===== config.mk =====
export PLATFORM = sky130hd
export DESIGN_NAME = mem_port_arbiter
export DESIGN_NICKNAME = d
export VERILOG_FILES = /design/src/rtl/mem_arb_pkg.sv /design/src/rtl/arb_timeout_counter.sv /design/src/rtl/mem_port_arbiter.sv
export SDC_FILE = /design/constraint.sdc
export NUM_CORES = 1
export LEC_CHECK = 0
export CELL_PAD_IN_SITES_DETAIL_PLACEMENT = 0
export CELL_PAD_IN_SITES_GLOBAL_PLACEMENT = 2
export CORE_MARGIN = 5
export CORE_UTILIZATION = 26
export CTS_CLUSTER_SIZE = 24
export DETAILED_ROUTE_END_ITERATION = 16
export HOLD_SLACK_MARGIN = 0.1
export PLACE_DENSITY_LB_ADDON = 0.15
export SLEW_MARGIN = 20
export SYNTH_ARGS = -nofsm -noshare
export SYNTH_HDL_FRONTEND = slang
export SYNTH_SLANG_ARGS = --single-unit
export TNS_END_PERCENT = 20

===== constraint.sdc =====
create_clock -name clk -period 2.65 [get_ports clk]
set_clock_uncertainty 0.15 [all_clocks]
set_input_delay 0.6625 -clock clk [delete_from_list [all_inputs] [get_ports clk]]
set_output_delay 0.6625 -clock clk [all_outputs]
set_load 0.01 [all_outputs]

===== src/rtl/mem_arb_pkg.sv =====
// Shared definitions for the unified memory port arbiter.
// State encoding, counter width and default bus timeout.
package mem_arb_pkg;

  localparam int TIMEOUT_DEF = 255;
  localparam int CNT_W       = 8;

  typedef enum logic [1:0] {
    IDLE    = 2'd0,
    BUSY_IF = 2'd1,
    BUSY_DM = 2'd2
  } arb_state_t;

  // Data wins a tie unless data held the port last time.
  function automatic logic pick_data(
    input logic want_if,
    input logic want_dm,
    input logic last_dm
  );
    return want_dm & (~want_if | ~last_dm);
  endfunction

endpackage


===== src/rtl/arb_timeout_counter.sv =====
// Busy-cycle counter for the memory port arbiter.
// Raises expire on the last allowed cycle without an ack.
module arb_timeout_counter
  import mem_arb_pkg::*;
#(
  parameter int TIMEOUT = TIMEOUT_DEF
) (
  input  logic clk,
  input  logic reset_n,
  input  logic clr,
  input  logic en,
  output logic expire
);

  localparam logic [CNT_W-1:0] LAST = CNT_W'(TIMEOUT - 1);

  logic [CNT_W-1:0] count;

  always_ff @(posedge clk or negedge reset_n) begin
    if (!reset_n) begin
      count <= '0;
    end else if (clr) begin
      count <= '0;
    end else if (en) begin
      count <= count + CNT_W'(1);
    end
  end

  assign expire = en & (count == LAST);

endmodule


===== src/rtl/mem_port_arbiter.sv =====
// Shares one memory port between fetch and data stages,
// one transaction at a time, with flush drop and bus timeout.
module mem_port_arbiter
  import mem_arb_pkg::*;
#(
  parameter int ADDR_W  = 32,
  parameter int DATA_W  = 32,
  parameter int TIMEOUT = TIMEOUT_DEF
) (
  input  logic              clk,
  input  logic              reset_n,
  input  logic              if_req,
  input  logic [ADDR_W-1:0] if_addr,
  input  logic              flush,
  input  logic              dm_req,
  input  logic              dm_we,
  input  logic [3:0]        dm_be,
  input  logic [ADDR_W-1:0] dm_addr,
  input  logic [DATA_W-1:0] dm_wdata,
  output logic [DATA_W-1:0] if_rdata,
  output logic              if_valid,
  output logic [DATA_W-1:0] dm_rdata,
  output logic              dm_valid,
  output logic              stall_if,
  output logic              stall_mem,
  output logic              mem_req,
  output logic              mem_we,
  output logic [3:0]        mem_be,
  output logic [ADDR_W-1:0] mem_addr,
  output logic [DATA_W-1:0] mem_wdata,
  input  logic              mem_ack,
  input  logic [DATA_W-1:0] mem_rdata,
  output logic              bus_err
);

  arb_state_t state;
  logic       last_dm;
  logic       drop;
  logic       idle;
  logic       want_if;
  logic       want_dm;
  logic       grant_dm;
  logic       grant_if;
  logic       done;
  logic       expire;

  // A requester whose pulse is on the bus this cycle is not re-granted.
  assign idle     = (state == IDLE);
  assign want_if  = if_req & ~if_valid & ~flush;
  assign want_dm  = dm_req & ~dm_valid;
  assign grant_dm = idle & pick_data(want_if, want_dm, last_dm);
  assign grant_if = idle & want_if & ~grant_dm;
  assign done     = mem_ack | expire;

  assign stall_if  = reset_n & if_req & ~if_valid & ~flush;
  assign stall_mem = reset_n & dm_req & ~dm_valid;

  arb_timeout_counter #(
    .TIMEOUT(TIMEOUT)
  ) u_tmo (
    .clk    (clk),
    .reset_n(reset_n),
    .clr    (grant_dm | grant_if),
    .en     (~idle & ~mem_ack),
    .expire (expire)
  );

  always_ff @(posedge clk or negedge reset_n) begin
    if (!reset_n) begin
      state     <= IDLE;
      last_dm   <= 1'b0;
      drop      <= 1'b0;
      mem_req   <= 1'b0;
      mem_we    <= 1'b0;
      mem_be    <= '0;
      mem_addr  <= '0;
      mem_wdata <= '0;
      if_rdata  <= '0;
      if_valid  <= 1'b0;
      dm_rdata  <= '0;
      dm_valid  <= 1'b0;
      bus_err   <= 1'b0;
    end else begin
      if_valid <= 1'b0;
      dm_valid <= 1'b0;
      unique case (state)
        IDLE: begin
          if (grant_dm) begin
            state     <= BUSY_DM;
            mem_req   <= 1'b1;
            mem_we    <= dm_we;
            mem_be    <= dm_be;
            mem_addr  <= dm_addr;
            mem_wdata <= dm_wdata;
            last_dm   <= 1'b1;
          end else if (grant_if) begin
            state     <= BUSY_IF;
            mem_req   <= 1'b1;
            mem_we    <= 1'b0;
            mem_be    <= 4'hF;
            mem_addr  <= if_addr;
            mem_wdata <= '0;
            last_dm   <= 1'b0;
            drop      <= 1'b0;
          end
        end
        BUSY_IF: begin
          if (done) begin
            state   <= IDLE;
            mem_req <= 1'b0;
            drop    <= 1'b0;
            if (!(drop || flush)) begin
              if_valid <= 1'b1;
              if_rdata <= mem_ack ? mem_rdata : '0;
            end
            if (!mem_ack) begin
              bus_err <= 1'b1;
            end
          end else if (flush) begin
            drop <= 1'b1;
          end
        end
        BUSY_DM: begin
          if (done) begin
            state    <= IDLE;
            mem_req  <= 1'b0;
            dm_valid <= 1'b1;
            if (!mem_ack) begin
              bus_err  <= 1'b1;
              dm_rdata <= '0;
            end else if (!mem_we) begin
              dm_rdata <= mem_rdata;
            end
          end
        end
        default: begin
          state   <= IDLE;
          mem_req <= 1'b0;
        end
      endcase
    end
  end

endmodule


Word level (Yosys, flattened, before mapping) --
Cells that the tools add are included. W data, S select, Z words.
Word-level totals: register bits after elaboration 149, input bits 139, logic and storage cells 93
Operators by class: $add $sub $neg 1, equality and inequality tests 9, mux-type cells 31, bitwise gates (word level) 26, reduce and logical (&&, ||, !) cells 12
Operators with widths (count):
- $mux W32 | 7
- $mux W8 | 2
- $and A1 B1 Y1 | 14
- $mux W1 | 14
- $not A1 Y1 | 9
- $reduce_and A3 Y1 | 3
- $add A8 B1 Y8 const B | 1
- $eq A8 B8 Y1 const B | 1
- $mux W4 | 2
- $mux W2 | 3
- $reduce_bool A2 Y1 | 3
- $ne A2 B1 Y1 const B | 2
- $ne A2 B2 Y1 const B | 2
- $pmux W1 S2 | 2
- $pmux W2 S2 | 1
- $reduce_and A2 Y1 | 2
- $reduce_and A4 Y1 | 1
- $ne A3 B1 Y1 const B | 1
- $ne A3 B3 Y1 const B | 1
- $or A1 B1 Y1 | 3
- $eq A2 B1 Y1 const B | 1
- $eq A2 B2 Y1 const B | 1
- $logic_not A2 Y1 | 1
- $reduce_or A2 Y1 | 1
- $logic_or A1 B1 Y1 | 1

Depth between registers and ports, before layout --
Gate-level depths: netlist of the first run.
word-level depth 12, depth in mapped cells 8

Cells and area by module --
A second synthesis of the first run with hierarchy kept.
Unflattened totals: cells, all modules 490, area total of the unflattened synthesis 6800.3 um^2
By module, submodules not included:
- mem_port_arbiter | instances 1, cells an instance 449, area each 6388.6 um^2, seq. area each 3528.4 um^2
- arb_timeout_counter | instances 1, cells an instance 41, area each 411.6 um^2, seq. area each 200.2 um^2

Worst setup path before layout of the first run --
Ideal clock, no wire load.
path kind input to register, start point in dm_req, end point reg mem_addr[18], setup time 125 ps, arrival 1720 ps, data required time 2375 ps, slack 656 ps, cell stages on the path 6, cells stage by stage and3b_1 clkbuf_2 and2_1 buf_2 buf_2 mux2_2
On the way: longest elaborated chain between the ends 7
Ends and longest elaborated chain:
- start: declaration | line mem_port_arbiter.sv:15 | input logic dm_req,
- $and A1 B1 Y1 (*) | line mem_port_arbiter.sv:50 | assign want_dm = dm_req & ~dm_valid;
- $and A1 B1 Y1 (*) | line mem_arb_pkg.sv:20 | return want_dm & (~want_if | ~last_dm);
- $and A1 B1 Y1 (*) | line mem_port_arbiter.sv:51 | assign grant_dm = idle & pick_data(want_if, want_dm, last_dm);
- $not A1 Y1 | line mem_port_arbiter.sv:52 | assign grant_if = idle & want_if & ~grant_dm;
- $and A1 B1 Y1 | line mem_port_arbiter.sv:52
- $reduce_bool A2 Y1 (no source line)
- $reduce_and A2 Y1 (no source line)
- end signal: assignment | line mem_port_arbiter.sv:93 | mem_addr <= dm_addr;
- end signal: assignment | line mem_port_arbiter.sv:101 | mem_addr <= if_addr;
- end: declaration | line mem_port_arbiter.sv:29 | output logic [ADDR_W-1:0] mem_addr,
Mark *: on every way between the ends. The rest lies on a longest branch, timed or not. A chain may end at the register's enable or synchronous reset.

Worst setup path after layout of the first run --
start point in flush, end point out stall_if
On the way: longest elaborated chain between the ends 2
Ends and longest elaborated chain:
- start: declaration | line mem_port_arbiter.sv:14 | input logic flush,
- $not A1 Y1 | line mem_port_arbiter.sv:55 | assign stall_if = reset_n & if_req & ~if_valid & ~flush;
- $and A1 B1 Y1 | line mem_port_arbiter.sv:55
- end: declaration | line mem_port_arbiter.sv:24 | output logic stall_if,
No other way between the ends.

==> results of run 1 <==
-- cells in the final DEF, fill, tap and decap left out, drive strengths merged, types with 3 or more instances in the layout --
cell and n:
clkdlybuf4s50 273, dfrtp 149, inv 83, o21ai 70, nand2 66, a21oi 44
nor2b 35, mux2i 33, buf 33, a22oi 32, mux2 28, nor3b 21
clkbuf 20, a221o 18, a211oi 5, ha 5, nor2 4, and2 4
or4 3, or3 3, bufinv 3, clkinvlp 3, nand4 3
-- flip-flops by register name, summed over array words and instances (netlist names) --
signal and cells:
mem_req 1, mem_wdata 32, if_rdata 32, mem_we 1
u_tmo.count 8, dm_rdata 32, bus_err 1, mem_be 4
dm_valid 1, last_dm 1, drop 1, state 2
mem_addr 32, if_valid 1
-- cell families (layout without fill, tap and decap cells) --
| group | Yosys count | after routing | synth area share [%] |
|---|---|---|---|
| buffers and inverters | 127 | 420 | 7.37 |
| AOI/OAI and AO/OA | 179 | 179 | 16.0 |
| and+or+nand+nor | 156 | 156 | 12.7 |
| other | 0 | 1 | 0 |
| adders and majority gates | 5 | 5 | 0.897 |
| xor gates and xnor gates | 2 | 2 | 0.251 |
| muxes | 61 | 61 | 9.26 |
| DFF | 149 | 149 | 53.5 |
-- stage by stage --
stage / setup WS [ns] / power [mW]
finish: 0.120 / 11.8
global route: 0.0371 / 12.6
CTS: 0.00913 / 12.0
detailed placement: -0.321 / 9.28
global placement: -0.343 / 9.26
floorplan: 0.656 / 6.33
-- area by class of cell --
class,instances,area share [%]
clock inverter,12,1.52
sequential,149,33.9
timing repair buffer,309,28.7
clock buffer,20,4.15
antenna,1,0.0228
multi-input combinational,403,25.2
tap,341,3.88
inverter,79,2.70
-- cell usage after synthesis, types with 17 or more instances --
| library cell | number |
|---|---|
| mux2i_1 | 33 |
| dfrtp_1 | 149 |
| a21oi_1 | 44 |
| a22oi_1 | 32 |
| o21ai_0 | 65 |
| clkbuf_1 | 23 |
| inv_1 | 79 |
| a221o_1 | 18 |
| buf_2 | 17 |
| mux2_2 | 25 |
| nor3b_1 | 21 |
| nor2b_1 | 35 |
| nand2_1 | 66 |
-- metal layers --
metal  up-vias  routed length [um]  track usage (%)
li1       2897                   -                -
met1      2811               11500             22.4
met2       224               11100             24.6
met3        17                2140             5.91
met4         2                 257             4.16
met5         -                  13                0
-- critical path, stage by stage --
cell,delay (ns)
clkdlybuf4s50_1,0.46
nor3b_4,0.19
and2_1,0.14
dlygate4sd2_1,0.27
-- power breakdown --
| part | switching [mW] | total [mW] | internal (mW) |
|---|---|---|---|
| clock | 1.05 | 2.60 | 1.55 |
| sequential | 0.581 | 3.77 | 3.19 |
| combinational | 2.37 | 5.39 | 3.01 |
| total | 4.00 | 11.8 | 7.76 |
-- how the worst max path moves through the flow --
stage,slack (ns),cells past startpoint,to,start
2_1_floorplan,0.66,6,mem_addr[18]$_DFFE_PN0P_,dm_req
3_3_place_gp,-0.34,4,stall_if,if_req
3_5_place_dp,-0.32,4,stall_if,if_req
4_1_cts,0.009,4,stall_if,if_req
5_1_grt,0.04,4,stall_if,flush
6_report,0.12,4,stall_if,flush
-- repair_timing --
item                       4_1_cts  5_1_grt
gates cloned                     0        0
setup endpoints to repair        2        1
pin swaps                        0        0
resized for setup                3        2
==> reports/qor.yml, run 1 <==
timing:
  slew_viol_final: 0
  tightest_slew_ns: 0.598
  finalSetupViolCount: 0
  finalSetupTns_ns: 0
  post-route-period-util_pct: 95.5
  timing.fmax_mhz: 395
  maxSlewHeadroom_pct: 60.1
  period_needed_ns: 2.53
  hold_viol: 0
  rsz0062_at_grt: "no"
  hold-worst-slack_ns: 0.150
die:
  dieHeight_um: 174
  initial_core_util_pct: 26.2
  die-area_mm2: 0.0302
  core_area_mm2: 0.0267
  rows: 60
  die_w_um: 174
  pin_count: 278
grt:
  grt_pass1_wl_mm: 39.1
  grt_max_degree: 80
  track_usage_pct: 16.4
  antenna_found_initial: 2
  grt_pass1_vias: 6243
  overflow: 0
power:
  p_leak_nw: 4.88
  cellPowerDensity_mw_per_mm2: 1070
  ir_drop_mv: 0.319
setup_path:
  worst_setup_path_end_kind: "output pin"
  r2r_start: "state[0]$_DFFE_PN0P_"
  start_kind: "input port"
  crit_arrival_ns: 1.72
  regToRegSetupSlack_ns: 0.40
  cp_max_fo: 2
  r2r_cells: 6
  critPathKind: "in2out"
  reg2reg_to: "u_tmo.count[7]$_DFFE_PN0P_"
  crit_required_ns: 1.84
yosys:
  netlist_area_mm2: 0.00697
  yosys.area.top_type_share_pct: 53.5
  synth.area.top_cells: "dfrtp_1 53%, mux2i_1 4.7%, o21ai_0 4.7%, inv_1 4.3%, mux2_2 4.0%"
  ys_warn_count: 0
  ys_seq_elements: 149
  synth_area_per_cell_um2: 10.3
  yosysSeqAreaShare_pct: 53.5
  synth_fp_nets: 823
  synth_edf_count: 0
  ys_types: 48
  syn-instance-count: 679
  yosys.area.top_type: "dfrtp_1"
  async_reset_ff_share_pct: 100
  ys.flop_type: "dfrtp_1"
cells_and_area:
  fin_nets: 1103
  area_growth_pct: 57.7
  finalNonFillerCells: 1314
  fin_util_pct: 41.3
  fillers: 2646
  seq_area_mm2: 0.00373
  multi_input_area_mm2: 0.00277
  fin_area_mm2: 0.0110
  layout-drive-gt1-share_pct: 10.3
clock_network:
  cts_htree_levels: 4
  cts_tree: "yes"
  cts.clk_slew.worst_paths_ns: 0.06
  hold_buffers: 0
  clock-root-buffer: "clkbuf_16"
  insertion_delay_ns: 0.41
  post_cts_buffers: 0
  cts_inserted_buffers: 17
  cts.sinks: 149
  clockBufferDepth: 2
route:
  dr.first_iter.drc_count: 244
  vias: 5951
  finalWirelength_mm: 25.0
  wire_per_inst_um: 19.0
  drcViolationCount: 0
  drt-pass1-iter-count: 4
  ant_nets: 0
  viasPerCell: 4.53
placement:
  post_dp_cell_area_mm2: 0.0104
  dpl.cell_count: 1281
  port_buffers: 277
  post-dp-hpwl_mm: 17.6
  gp_congestion: 0.730
flow_run:
  maxCapViolCount: 0
status:
  status: "completed"
hold_path:
  hp-class: "in2async"
Note: power is estimated with default switching activity, not from simulation.
==> run 2, diff against run 1 <==
Settings changed: GPL_ROUTABILITY_DRIVEN from default to 0.
==> results of run 2 <==
No change in the layout: final DEF, timing and power equal those of run 1.
==> run 3, diff against run 2 <==
Settings changed: ABC_CLOCK_PERIOD_IN_PS from default to 2650.
==> results of run 3 <==
No change in the layout: final DEF, timing and power equal those of run 1.
